$ cat config.mk
export PLATFORM = sky130hd
export DESIGN_NAME = clkdiv_bank
export DESIGN_NICKNAME = d
export VERILOG_FILES = /design/src/rtl/clkdiv_pkg.sv /design/src/rtl/clkdiv_chan.sv /design/src/rtl/clkdiv_bank.sv
export SDC_FILE = /design/constraint.sdc
export NUM_CORES = 1
export LEC_CHECK = 0
export ABC_AREA = 1
export CAP_MARGIN = 10
export CORE_UTILIZATION = 45
export CTS_BUF_LIST = sky130_fd_sc_hd__clkbuf_8
export DETAILED_ROUTE_END_ITERATION = 10
export PLACE_DENSITY = 0.74
export SYNTH_ARGS = -nofsm -noshare
export SYNTH_HDL_FRONTEND = slang
export SYNTH_SLANG_ARGS = --single-unit
$ cat constraint.sdc
create_clock -name clk -period 2.76 [get_ports clk]
set_clock_uncertainty 0.05 [all_clocks]
set_input_delay 0.414 -clock clk [delete_from_list [all_inputs] [get_ports clk]]
set_output_delay 0.414 -clock clk [all_outputs]
set_load 0.05 [all_outputs]
$ cat src/rtl/clkdiv_pkg.sv
// Shared constants and types for the programmable clock-divider bank.
package clkdiv_pkg;

  localparam int MIN_DIV        = 2;
  localparam int CLKDIV_DIV_W   = 8;
  localparam int CLKDIV_DEF_DIV = 2;

  typedef logic [CLKDIV_DIV_W-1:0] div_t;

endpackage

$ cat src/rtl/clkdiv_chan.sv
// One divider channel: period counter, posedge/negedge phase flops and a
// pending-divisor register that is only applied on a period boundary.
module clkdiv_chan
  import clkdiv_pkg::*;
#(
  parameter int DIV_W   = CLKDIV_DIV_W,
  parameter int DEF_DIV = CLKDIV_DEF_DIV
) (
  input  logic             clk,
  input  logic             resetb,
  input  logic             en,
  input  logic             load,
  input  logic [DIV_W-1:0] load_div,
  output logic             pend,
  output logic             clk_out
);

  logic [DIV_W-1:0] n_cur_q, n_cur_d;
  logic [DIV_W-1:0] n_pend_q, n_pend_d;
  logic [DIV_W-1:0] cnt_q, cnt_d;
  logic [DIV_W-1:0] cnt_inc;
  logic             pend_q, pend_d;
  logic             run_q, run_d;
  logic             pos_q, pos_d;
  logic             neg_q;
  logic             start;
  logic             at_end;

  always_comb begin
    start    = ~run_q & en;
    at_end   = run_q & (cnt_q == (n_cur_q - 1'b1));
    cnt_inc  = cnt_q + 1'b1;
    run_d    = run_q;
    cnt_d    = cnt_q;
    pos_d    = pos_q;
    n_cur_d  = n_cur_q;
    n_pend_d = n_pend_q;
    pend_d   = pend_q;

    if (start) begin
      run_d = 1'b1;
      cnt_d = '0;
      pos_d = 1'b1;
      // An update that landed on the stopping edge is applied on restart.
      if (pend_q) begin
        n_cur_d = n_pend_q;
        pend_d  = 1'b0;
      end
    end else if (run_q) begin
      if (at_end) begin
        cnt_d = '0;
        if (pend_q) begin
          n_cur_d = n_pend_q;
          pend_d  = 1'b0;
        end
        run_d = en;
        pos_d = en;
      end else begin
        cnt_d = cnt_inc;
        pos_d = (cnt_inc < (n_cur_q >> 1));
      end
    end

    // The top only asserts load while pend_q is clear.
    if (load) begin
      if (run_q) begin
        n_pend_d = load_div;
        pend_d   = 1'b1;
      end else begin
        n_cur_d = load_div;
      end
    end
  end

  always_ff @(posedge clk or negedge resetb) begin
    if (!resetb) begin
      n_cur_q  <= DIV_W'(DEF_DIV);
      n_pend_q <= DIV_W'(DEF_DIV);
      cnt_q    <= '0;
      pend_q   <= 1'b0;
      run_q    <= 1'b0;
      pos_q    <= 1'b0;
    end else begin
      n_cur_q  <= n_cur_d;
      n_pend_q <= n_pend_d;
      cnt_q    <= cnt_d;
      pend_q   <= pend_d;
      run_q    <= run_d;
      pos_q    <= pos_d;
    end
  end

  // Half-cycle delayed copy stretches the high phase for odd divisors.
  always_ff @(negedge clk or negedge resetb) begin
    if (!resetb) begin
      neg_q <= 1'b0;
    end else begin
      neg_q <= pos_q;
    end
  end

  assign clk_out = pos_q | (n_cur_q[0] & neg_q);
  assign pend    = pend_q;

endmodule

$ cat src/rtl/clkdiv_bank.sv
// Bank of NCH run-time programmable 50% duty-cycle clock dividers.
// cfg handshake: a request transfers on a posedge where cfg_valid & cfg_ready.
module clkdiv_bank
  import clkdiv_pkg::*;
#(
  parameter int NCH     = 4,
  parameter int DIV_W   = CLKDIV_DIV_W,
  parameter int DEF_DIV = CLKDIV_DEF_DIV,
  localparam int CH_W   = (NCH > 1) ? $clog2(NCH) : 1
) (
  input  logic             clk,
  input  logic             resetb,
  input  logic [NCH-1:0]   ch_en,
  input  logic             cfg_valid,
  output logic             cfg_ready,
  input  logic [CH_W-1:0]  cfg_ch,
  input  logic [DIV_W-1:0] cfg_div,
  output logic             cfg_err,
  output logic [NCH-1:0]   pend,
  output logic [NCH-1:0]   clk_out
);

  logic           ready_w;
  logic           accept;
  logic           ch_ok;
  logic           div_ok;
  logic [NCH-1:0] load;

  always_comb begin
    ch_ok   = (int'(cfg_ch) < NCH);
    div_ok  = (cfg_div >= DIV_W'(MIN_DIV));
    ready_w = 1'b1;
    for (int i = 0; i < NCH; i++) begin
      if (int'(cfg_ch) == i) ready_w = ~pend[i];
    end
    accept = cfg_valid & ready_w;
    load   = '0;
    for (int i = 0; i < NCH; i++) begin
      load[i] = accept & ch_ok & div_ok & (int'(cfg_ch) == i);
    end
  end

  assign cfg_ready = ready_w;

  // Rejected requests are still consumed; only the error pulse records them.
  always_ff @(posedge clk or negedge resetb) begin
    if (!resetb) begin
      cfg_err <= 1'b0;
    end else begin
      cfg_err <= accept & ~(ch_ok & div_ok);
    end
  end

  for (genvar g = 0; g < NCH; g++) begin : g_chan
    clkdiv_chan #(
      .DIV_W  (DIV_W),
      .DEF_DIV(DEF_DIV)
    ) u_chan (
      .clk     (clk),
      .resetb  (resetb),
      .en      (ch_en[g]),
      .load    (load[g]),
      .load_div(cfg_div),
      .pend    (pend[g]),
      .clk_out (clk_out[g])
    );
  end

endmodule

# --- Yosys cells after proc, flatten, opt, wreduce, memory -nomap -nowiden ---
# Index checks and enable logic that the tools add are counted.
totals:
  memories: 0
  ramBits: 0
  regBits: 113
  out_inout_bits: 10
  mem_bits_ro: 0
  latch_bits: 0
classes:
  eq_ne: 7
  n_shift: 0
  reduce_logical: 9
  muxes: 84
  multipliers: 0
  n_div: 0
  order_cmp: 5
  addsub: 8
  bitwise_logic: 32
op_table:
  columns: ["operator", "count"]
  rows:
  - ["$mux W8", 36]
  - ["$mux W1", 48]
  - ["$add A8 B1 Y8 const B", 4]
  - ["$eq A8 B8 Y1", 4]
  - ["$lt A8 B7 Y1", 4]
  - ["$sub A8 B1 Y8 const B", 4]
  - ["$and A1 B1 Y1", 19]
  - ["$not A1 Y1", 9]
  - ["$ge A8 B2 Y1 const B", 1]
  - ["$reduce_and A2 Y1", 4]
  - ["$reduce_bool A2 Y1", 4]
  - ["$eq A2 B2 Y1 const B", 2]
  - ["$or A1 B1 Y1", 4]
  - ["$eq A2 B1 Y1 const B", 1]
  - ["$logic_not A2 Y1", 1]

# --- Longest topological paths before layout ---
# Gate-level depths: netlist of run 1.
depth:
  depth_word: 9
  depth_mapped: 16

# --- Modules after synthesis ---
# From an unflattened synthesis of run 1, not the netlist that was laid out.
unflattened:
  hier_cells: 1020
  hier_area_um2: 7727.4
by_module_without_submodules:
  columns: ["module", "area_per_inst_um2", "n_inst", "seq_area_each_um2", "cells_each"]
  rows:
  - ["clkdiv_chan (g_chan[1].u_chan ...)", 1889.3, 3, 703.2, 245]
  - ["clkdiv_chan (g_chan[0].u_chan)", 1928.1, 1, 703.2, 261]
  - ["clkdiv_bank", 131.4, 1, 25.0, 24]

==> results of run 1 <==
-- logic make-up (layout without fill, tap and decap cells) --
family          count (synthesis)  in the layout  synth area share, %
xor+xnor                       32             32                 3.73
buf+inv                       180            237                 9.69
simple gates                  595            595                 33.6
compound gates                158            158                 11.0
fa+ha+maj                      32             32                 5.19
flops                         113            113                 36.8
-- cell usage after synthesis (2+ instances only) --
library cell  count
ha_1             32
o21ai_1          18
nor2_4            3
nand3_1         126
nand3b_1          2
dfstp_2           8
inv_1           140
a21oi_1          32
buf_2             2
nor2_2            6
dfrtp_1         101
nand4_1          27
or2_1             2
dfrtn_1           4
clkinv_1          2
buf_6             4
or2_2             3
nand4_2           2
clkbuf_1          9
xor2_1           26
nor2_1           86
buf_4            10
o21ai_2           8
xnor2_1           5
nand2_1         323
nor3_1            8
o22ai_1          15
inv_2            11
nand2_2           3
o21ai_0          82
-- registers in the layout, summed over array words and instances, names as in the netlist --
register / cells
g_chan.u_chan.pend: 4
g_chan.u_chan.n_cur_q: 32
g_chan.u_chan.neg_q: 4
cfg_err: 1
g_chan.u_chan.pos_q: 4
g_chan.u_chan.run_q: 4
g_chan.u_chan.cnt_q: 32
g_chan.u_chan.n_pend_q: 32
-- how the worst min path moves through the flow --
stage,start,end,depth (start not counted)
floorplan,resetb,cfg_err,0
finish,resetb,g_chan[2].u_chan.cnt_q[0],2
CTS,resetb,g_chan[2].u_chan.cnt_q[0],2
global placement,resetb,g_chan[2].u_chan.cnt_q[0],1
global route,resetb,g_chan[2].u_chan.cnt_q[0],2
detailed placement,resetb,g_chan[2].u_chan.cnt_q[3],1
-- final cells by class --
class	count	area, µm²	area share [%]
flip-flops and latches	113	2840	32.5
inverters	153	574	6.57
clock inverters	12	143	1.63
well taps	220	275	3.15
repair buffers	52	505	5.78
clock buffers	20	275	3.15
multi-input cells	817	4130	47.3
-- through the flow --
stage | util, % | hold WS, ps | area (µm²)
detailed placement | 49.9 | 280 | 8310
global route | 52.5 | 377 | 8740
global placement | 49.9 | 281 | 8310
floorplan | - | 68.4 | 7710
CTS | 52.5 | 346 | 8740
finish | 52.5 | 347 | 8740
-- timing repair --
| item | in CTS | in global routing |
|---|---|---|
| gates cloned | 0 | 0 |
| pin swaps | 1 | 0 |
| hold buffers | 1 | 0 |
| endpoints found under the setup margin | 4 | 12 |
| gates resized for setup | 3 | 1 |
| hold endpoints to repair | 11 | 0 |
-- layer usage --
| layer | vias to the layer above | track usage [%] | wire, µm |
|---|---|---|---|
| met2 | 232 | 37.9 | 9270 |
| met4 | 0 | 9.64 | 457 |
| met1 | 3463 | 31.7 | 8940 |
| met3 | 43 | 4.52 | 1180 |
| li1 | 3677 | - | - |
| met5 | - | 0 | 0 |
-- critical path: cells and delay by family, from the launching register on --
kind / cells / cell delay [ps]
DFF: 1 / 380
AOI/OAI and AO/OA: 1 / 150
buffers and inverters: 1 / 140
-- power breakdown --
group | switching [mW] | internal [mW]
registers | 0.796 | 2.47
logic | 3.31 | 2.08
clock network | 0.728 | 0.953
total | 4.84 | 5.50
==> impl_metrics.env, run 1 <==
export IMPL_cp_cell_sequence="a21o_1 > buf_12"
export IMPL_status="finished with violations"
export IMPL_cts_buffer_depth=2
export IMPL_synth_nets=1159
export IMPL_die_h_um=133
export IMPL_cp_arrival_ps=2440
export IMPL_leakage_nw=4.45
export IMPL_grt_overflow=0
export IMPL_mostFrequentLayoutCells="320 x nand2_1, 142 x inv_1, 126 x nand3_1, 101 x dfrtp_1, 86 x nor2_1"
export IMPL_wirelength_um=19800
export IMPL_grt_pass1_wl_um=33700
export IMPL_seq_area_frac_synth_pct=36.8
export IMPL_dp_cells=1354
export IMPL_power_mw=10.3
export IMPL_cp_max_fo=1
export IMPL_reg2reg_slack_ps=190
export IMPL_end_kind="output port"
export IMPL_netlist_instances=1110
export IMPL_io_buffers=26
export IMPL_max_cap_viol_count=0
export IMPL_insertedDiodeCount=0
export IMPL_startpoint_type="register"
export IMPL_ys_flop_type="dfrtp_1"
export IMPL_slew_viol_final=0
export IMPL_postCtsSetupBuffers=0
export IMPL_p_per_area_nw_per_um2=1180
export IMPL_place_ws_ps=134
export IMPL_hold_viol=0
export IMPL_yosysTopAreaCellShare_pct=32.8
export IMPL_rsz0062_at_grt="true"
export IMPL_critPathLaunch="g_chan[0].u_chan.neg_q"
export IMPL_setup_ws_ps=-142
export IMPL_drive_gt1_share_pct=9.77
export IMPL_regToRegEndpoint="g_chan[3].u_chan.n_cur_q[2]"
export IMPL_cts_buffers=17
export IMPL_rr_startpoint="g_chan[3].u_chan.n_cur_q[1]"
export IMPL_avgSynthCellArea_um2=6.95
export IMPL_grt_usage_pct=23.8
export IMPL_wl_per_cell_um=14.3
export IMPL_worst_hold_path_type="input pin to asynchronous set/reset pin"
export IMPL_coreArea_um2=16600
export IMPL_setup_violations_final=4
export IMPL_initial_utilization_pct=46.3
export IMPL_drc_errors=0
export IMPL_endpoint="clk_out[0]"
export IMPL_gp_congestion=0.901
export IMPL_ys_types=40
export IMPL_antenna_found_initial=0
export IMPL_dieArea_um2=17700
export IMPL_clock_latency_ps=440
export IMPL_synth_area_leaders="dfrtp_1 33%, nand2_1 16%, nand3_1 8.2%"
export IMPL_avgViaCountPerCell=5.35
export IMPL_h_tree_depth=4
export IMPL_drt_initial_drc_count=716
export IMPL_rows=47
export IMPL_peakVddDrop_mv=0.446
export IMPL_yosys_area_top_type="dfrtp_1"
export IMPL_critical_path_required_ps=2300
export IMPL_reg2reg_depth=15
export IMPL_vias=7415
export IMPL_violations="setup timing"
export IMPL_grt_pass1_vias=6927
export IMPL_layout_commonest_cell="nand2_1"
export IMPL_clkTransAtPathRegs_ps=70
export IMPL_die_w_um=133
export IMPL_hpwl_um=14800
export IMPL_cts_tree="built"
export IMPL_first_pass_iters=5
export IMPL_ctsRootBufferMaster="clkbuf_8"
export IMPL_ant_nets=0
export IMPL_nNetsFinal=1203
export IMPL_fill_cells=1574
export IMPL_cp_slowest_stage_delay_ps=380
export IMPL_instances_no_fill=1387
export IMPL_grt_max_degree=45
export IMPL_synth_edff_count=0
export IMPL_synth_seq_cells=113
export IMPL_setup_tns_ps=-544
export IMPL_critPathKind="register to output port"
export IMPL_max_slew_margin_pct=61.3
export IMPL_syn_area_um2=7710
export IMPL_slowest_stage="dfrtn_1"
export IMPL_synthArstFlopShare_pct=100
export IMPL_yosys_warnings=0
export IMPL_numClockSinks=113
export IMPL_syn_to_final_growth_pct=13.4
export IMPL_worstMarginPinSlew_ps=581
export IMPL_ioPinCount=27
Power figures use the tool's default switching activity.
==> run 2: changes to the inputs <==
--- a/config.mk
+++ b/config.mk
@@ -7,10 +7,10 @@
 export LEC_CHECK = 0
 export ABC_AREA = 1
 export CAP_MARGIN = 10
-export CORE_UTILIZATION = 45
+export CORE_UTILIZATION = 60
 export CTS_BUF_LIST = sky130_fd_sc_hd__clkbuf_8
 export DETAILED_ROUTE_END_ITERATION = 10
-export PLACE_DENSITY = 0.74
+export PLACE_DENSITY = 0.9
 export SYNTH_ARGS = -nofsm -noshare
 export SYNTH_HDL_FRONTEND = slang
 export SYNTH_SLANG_ARGS = --single-unit
==> run 2 against run 1 <==
Effect of this change: the run still ends with setup timing left; die area down 25%; non-clock buffer count up 4; global-route usage up 8.3 points; sequential share of layout area down 0.15 points; first-iteration DRC count up 12%; worst hold slack better by 23 ps; highest routed layer unchanged; combinational power up 3%; worst setup slack worse by 25 ps.
==> impl_metrics.env, run 2 (same netlist as run 1, synthesis figures left out) <==
export IMPL_status="finished with violations"
export IMPL_violations="setup timing"
export IMPL_setup_violations_final=4
export IMPL_cts_buffers=17
export IMPL_cts_tree="built"
export IMPL_drt_initial_drc_count=803
export IMPL_syn_to_final_growth_pct=13.9
export IMPL_io_buffers=26
export IMPL_die_w_um=115
export IMPL_vias=7675
export IMPL_ctsRootBufferMaster="clkbuf_8"
export IMPL_max_slew_margin_pct=62.6
export IMPL_ioPinCount=27
export IMPL_cts_buffer_depth=2
export IMPL_grt_pass1_vias=6957
export IMPL_initial_utilization_pct=61.3
export IMPL_p_per_area_nw_per_um2=1220
export IMPL_max_cap_viol_count=0
export IMPL_hpwl_um=14800
export IMPL_avgViaCountPerCell=5.71
export IMPL_first_pass_iters=7
export IMPL_nNetsFinal=1207
export IMPL_ant_nets=0
export IMPL_dp_cells=1310
export IMPL_leakage_nw=4.50
export IMPL_critical_path_required_ps=2300
export IMPL_insertedDiodeCount=0
export IMPL_power_mw=10.7
export IMPL_startpoint_type="register"
export IMPL_instances_no_fill=1343
export IMPL_wirelength_um=20100
export IMPL_wl_per_cell_um=15.0
export IMPL_worstMarginPinSlew_ps=557
export IMPL_rows=41
export IMPL_die_h_um=115
export IMPL_grt_max_degree=43
export IMPL_clock_latency_ps=460
export IMPL_dieArea_um2=13300
export IMPL_drive_gt1_share_pct=10.2
export IMPL_mostFrequentLayoutCells="320 x nand2_1, 141 x inv_1, 126 x nand3_1, 101 x dfrtp_1, 86 x nor2_1"
export IMPL_fill_cells=971
export IMPL_rsz0062_at_grt="true"
export IMPL_placed_area_um2=8280
export IMPL_worst_hold_path_type="input pin to asynchronous set/reset pin"
export IMPL_reg2reg_depth=15
export IMPL_gp_congestion=0.947
export IMPL_grt_pass1_wl_um=33200
export IMPL_antenna_found_initial=0
export IMPL_setup_tns_ps=-624
export IMPL_clkTransAtPathRegs_ps=80
export IMPL_post_route_util_pct=69.9
export IMPL_reg_largest_list="g_chan.u_chan.cnt_q x32, g_chan.u_chan.n_cur_q x32, g_chan.u_chan.n_pend_q x32"
export IMPL_cp_arrival_ps=2460
export IMPL_grt_overflow=0
export IMPL_grt_usage_pct=32.1
export IMPL_slew_viol_final=0
export IMPL_final_area_um2=8780
export IMPL_numClockSinks=113
export IMPL_cp_max_fo=1
export IMPL_layout_commonest_cell="nand2_1"
export IMPL_end_kind="output port"
export IMPL_drc_errors=0
export IMPL_coreArea_um2=12600
export IMPL_setup_ws_ps=-167
export IMPL_peakVddDrop_mv=0.497
export IMPL_h_tree_depth=4
export IMPL_critPathKind="register to output port"
export IMPL_hold_viol=0
==> run 2: cell count changes in the layout (fill, tap and decap cells not counted) <==
cell | previous run | this run
buf_4 | 26 | 30
bufinv_16 | 3 | 6
clkbuf_8 | 20 | 18
clkinv_4 | 1 | 3
clkinvlp_4 | 3 | 1
inv_1 | 142 | 141
inv_2 | 12 | 11
inv_6 | 0 | 1
nand2_2 | 6 | 5
nand2_4 | 0 | 1
==> run 2: what timing repair did <==
| action | in CTS | in global routing |
|---|---|---|
| gates resized for setup | 3 | 1 |
| buffers inserted | 0 | 0 |
| setup endpoints to repair | 4 | 8 |
| hold buffers | 1 | 0 |
| pin swaps | 1 | 0 |
| endpoints found under the hold margin | 20 | 0 |
==> run 2: report_power, final <==
group | leakage (nW) | switching [mW] | internal [mW]
clock network | 0.244 | 0.754 | 1.19
registers | 1.32 | 0.760 | 2.47
logic | 2.94 | 3.44 | 2.11
total | 4.50 | 4.95 | 5.76
==> run 2: through the flow <==
stage                     hold slack, ps  setup slack (ps)
after floorplan                     68.4               272
after global placement               319               262
after detailed placement             319               227
after CTS                            375              -172
after global routing                 403              -204
final                                369              -167
==> run 2: critical path, cell delays in order, from the launching register on <==
cell and delay (ps):
dfrtn_1 390, nand2_1 60, nand2_2 80, buf_12 130
==> run 2: layout make-up <==
class                           instances  area, µm²  area share [%]
Clock inverter                         14        236            2.69
Timing Repair Buffer                   56        536            6.10
Inverter                              153        574            6.54
Clock buffer                           18        248            2.82
Tap cell                              172        215            2.45
Sequential cell                       113       2840            32.3
Multi-Input combinational cell        817       4140            47.1
==> run 2: metal layers <==
metal | global-route usage (%) | vias to the layer above | share of wire (%)
li1 | - | 3692 | -
met5 | 0 | - | 0
met4 | 11.9 | 0 | 1.9
met3 | 5.54 | 37 | 8.2
met2 | 50.8 | 358 | 46
met1 | 44.2 | 3588 | 43
==> run 2: path summary, 6_finish.rpt <==
kind / start / to / slack (ps)
min in group clk: g_chan[1].u_chan.n_pend_q[1] / g_chan[1].u_chan.n_pend_q[1] / 430
max in group asynchronous: resetb / g_chan[3].u_chan.neg_q / 660
min: resetb / g_chan[3].u_chan.n_cur_q[5] / 370
max: g_chan[3].u_chan.neg_q / clk_out[3] / -170
max reg2reg: g_chan[3].u_chan.n_cur_q[1] / g_chan[3].u_chan.n_cur_q[1] / 250
min reg2reg: g_chan[1].u_chan.n_pend_q[1] / g_chan[1].u_chan.n_pend_q[1] / 430
==> edit 1, RTL diff (flow settings as in run 1) <==
Change the parameter `NCH` from 4 to 8.
--- a/src/rtl/clkdiv_bank.sv
+++ b/src/rtl/clkdiv_bank.sv
@@ -5,3 +5,3 @@
 #(
-  parameter int NCH     = 4,
+  parameter int NCH     = 8,
   parameter int DIV_W   = CLKDIV_DIV_W,
Interface: changed (resized cfg_ch, ch_en, clk_out and pend); port bits go from 27 to 40. The function was not compared with the original's and may differ.
==> edit 1 against run 1 <==
The flow still finishes with violations (setup timing). Critical path depth rose by 1. Critical endpoint is now clk_out[3]. Die area is 95% higher. Sequential cell count increased by 112. Routed wire length is 100% higher. Total power is 96% higher. Synthesized area grew 97%. Design area is 98% higher. Worst setup slack lost 0.15 ns. Largest cell class unchanged.
==> edit 1: results (changes against run 1) <==
The tools report the global router's overall resource usage as 24.0% (+0.21 points). In this run the worst setup path terminates at clk_out[3]. The met3 usage was 3.66% (-0.86 points).

The final-layout setup total negative slack is -2.22 ns (-1.68 ns), and the placed wire-length estimate after detailed placement is 29,600 um (+100%). The logs give 40 (+23) for the CTS buffer count and 8.94 nW (+100%) for the static leakage power. Worst setup slack after layout: -0.296 ns (-0.155 ns).

The tools report the filler cell count as 3,226 (+100%). For the number of instances in the placed design, the log shows 2,640 (+95%). Final number of setup-violating endpoints: 8 (+4). The tools report the instance area after placement as 16,300 um^2 (+97%). For the largest net degree at the start of global routing, the log shows 88 (+96%). The fraction of the yosys area taken by sequential cells came out at 37.3% (+0.46 points).

Routed signal wires occupy layers up through met5. In the final layout, the registers with the most flip-flops are g_chan.u_chan.cnt_q: 64 flops, g_chan.u_chan.n_cur_q: 64 flops, g_chan.u_chan.n_pend_q: 64 flops. The internal power consumption was 11.1 mW (+100%); the worst hold slack was 0.309 ns (-0.0378 ns).

The fraction of the mapped netlist area in compound gates is 9.68% (-1.3 points), and the number of standard cells after synthesis is 2,159 (+95%). The fraction of final layout cells with drive strength greater than 1 was 9.15% (-0.62 points); the arrival time of the worst setup path was 2.59 ns (+0.15 ns). The final reports fail on setup timing.

In this run the worst setup path begins at g_chan[3].u_chan.neg_q. Number of DRC markers in iteration 0: 1,249 (+74%). The H-tree level count came out at 2 (-2). The logs give 66,200 um (+97%) for the first-pass GRT wire length and 0.486 mV (+8.9%) for the worst vdd rail ir drop. The flow ran to the end, but the final reports show violations.
## edit 1: logic make-up after synthesis
family | Yosys count
compound gates | 280
xor+xnor | 85
fa+ha+maj | 64
buf+inv | 356
flops | 225
simple gates | 1149
## edit 1: area by class of cell
class | count | area (um^2) | share of cell area [%]
Clock buffer | 51 | 702 | 4.06
Clock inverter | 23 | 204 | 1.18
Sequential cell | 225 | 5650 | 32.7
Antenna cell | 1 | 2.50 | 0.0145
Timing Repair Buffer | 99 | 976 | 5.65
Tap cell | 442 | 553 | 3.20
Multi-Input combinational cell | 1578 | 8080 | 46.7
Inverter | 297 | 1110 | 6.45
## edit 1: worst max-delay path, cell delays in order, from the launching register on
cell and delay [ns]:
sky130_fd_sc_hd__dfrtn_1 0.39, sky130_fd_sc_hd__nand2_1 0.06, sky130_fd_sc_hd__nand2_2 0.09, sky130_fd_sc_hd__buf_12 0.14
==> edit 2, RTL diff (flow settings as in run 1) <==
Made on the original files. Remove the register `cfg_err`: a continuous assignment takes its place, so the output `cfg_err` follows one clock earlier.
--- a/src/rtl/clkdiv_bank.sv
+++ b/src/rtl/clkdiv_bank.sv
@@ -45,9 +45,3 @@
   // Rejected requests are still consumed; only the error pulse records them.
-  always_ff @(posedge clk or negedge resetb) begin
-    if (!resetb) begin
-      cfg_err <= 1'b0;
-    end else begin
-      cfg_err <= accept & ~(ch_ok & div_ok);
-    end
-  end
+  assign cfg_err = accept & ~(ch_ok & div_ok);
 
Check against the original RTL: not checked (the comparison handles one clock edge and no latches or derived clocks); the edit may change what the design does.
==> edit 2 against run 1 <==
Global-route usage decreased by 0.87 points. Utilization decreased by 1.1 points. The run still ends with setup timing left. Combinational power increased by 2%. Synthesized area increased by 3.6%. Synthesized cell count increased by 1.6%. Routed wire length decreased by 1.3%. Critical path type unchanged. Worst setup slack about the same. Total power decreased by 3.9%. Sequential cell count decreased by 1. Non-clock buffer count increased by 9. Design area increased by 1.7%.
==> edit 2: results (changes against run 1) <==
The run finished, with violations left. The final reports fail on setup timing. By area the synthesized netlist is led by sky130_fd_sc_hd__dfrtp_1 31%, sky130_fd_sc_hd__nand2_1 15%, sky130_fd_sc_hd__nand3_1 6.9%. For the headroom to the max-slew limit, the log shows 60.9% (-0.34 points). For the filler cell count, the log shows 1,679 (+6.7%). The logs give 14,800 um (-0.27%) for the placed wire-length estimate after detailed placement and 4 (unchanged) for the final number of setup-violating endpoints. The tools report the setup slack of the worst register-to-register path as 0.30 ns (+0.11 ns).

In this run the worst setup path terminates at clk_out[3]. The H-tree level count was 3 (-1); the fraction of final layout cells with drive strength greater than 1 was 11.8% (+2.1 points). First-pass GRT wire length: 33,100 um (-1.7%). The worst hold slack is 0.373 ns (+0.0259 ns). The logs give 7,362 (-0.71%) for the number of vias after detailed routing and 0.220 ns (+0.0852 ns) for the post-placement worst setup slack.

The logs give 9 (-8) for the CTS buffer count and 1,381 (+2.0%) for the number of instances in the placed design. The logs give 1,177 (+1.6%) for the post-synth net total and 48 (+6.7%) for the largest net degree at the start of global routing. The run gives 22.9% (-0.87 points) as the global router's overall resource usage. The post-synthesis share of cell area spent on full adders, half adders and majority gates is 5.01% (-0.18 points), and the worst vdd rail ir drop is 0.580 mV (+30%). The number of unique standard cell types used by synthesis came out at 47 (+18%). The worst setup slack after layout is -0.141 ns (+0.000113 ns), and the worst stage delay on the critical path is 0.41 ns (+0.03 ns). The fraction of the mapped netlist area in compound gates is 11.3% (+0.34 points). The clock edge transition at the registers on the reported setup and hold paths is 0.10 ns (+0.03 ns).

The synthesized area per cell came out at 7.08 um^2 (+1.9%). For the final-layout setup total negative slack, the log shows -0.537 ns (+0.00731 ns).
[edit 2: cell type report]
type / instances / area, um^2 / area share (%)
inverter: 157 / 594 / 6.68
clock buffer: 9 / 124 / 1.39
clock inverter: 7 / 105 / 1.18
timing repair buffer: 61 / 596 / 6.70
sequential: 112 / 2810 / 31.6
tap: 225 / 282 / 3.17
multi-input combinational: 827 / 4380 / 49.2
[edit 2: per-layer routing]
metal	GRT usage [%]	share of wire, %	vias up
li1	-	-	3715
met5	0	0	-
met2	36.7	47	198
met1	32.3	48	3432
met3	2.88	4.5	17
met4	6.80	1.3	0
[edit 2: power groups by stage]
stage / registers [mW] / logic [mW] / clock network, mW
2_1_floorplan: 2.98 / 4.39 / 0
3_3_place_gp: 3.27 / 5.28 / 0
3_5_place_dp: 3.28 / 5.44 / 0
4_1_cts: 3.25 / 5.48 / 1.19
5_1_grt: 3.38 / 6.30 / 1.26
6_report: 3.26 / 5.49 / 1.17
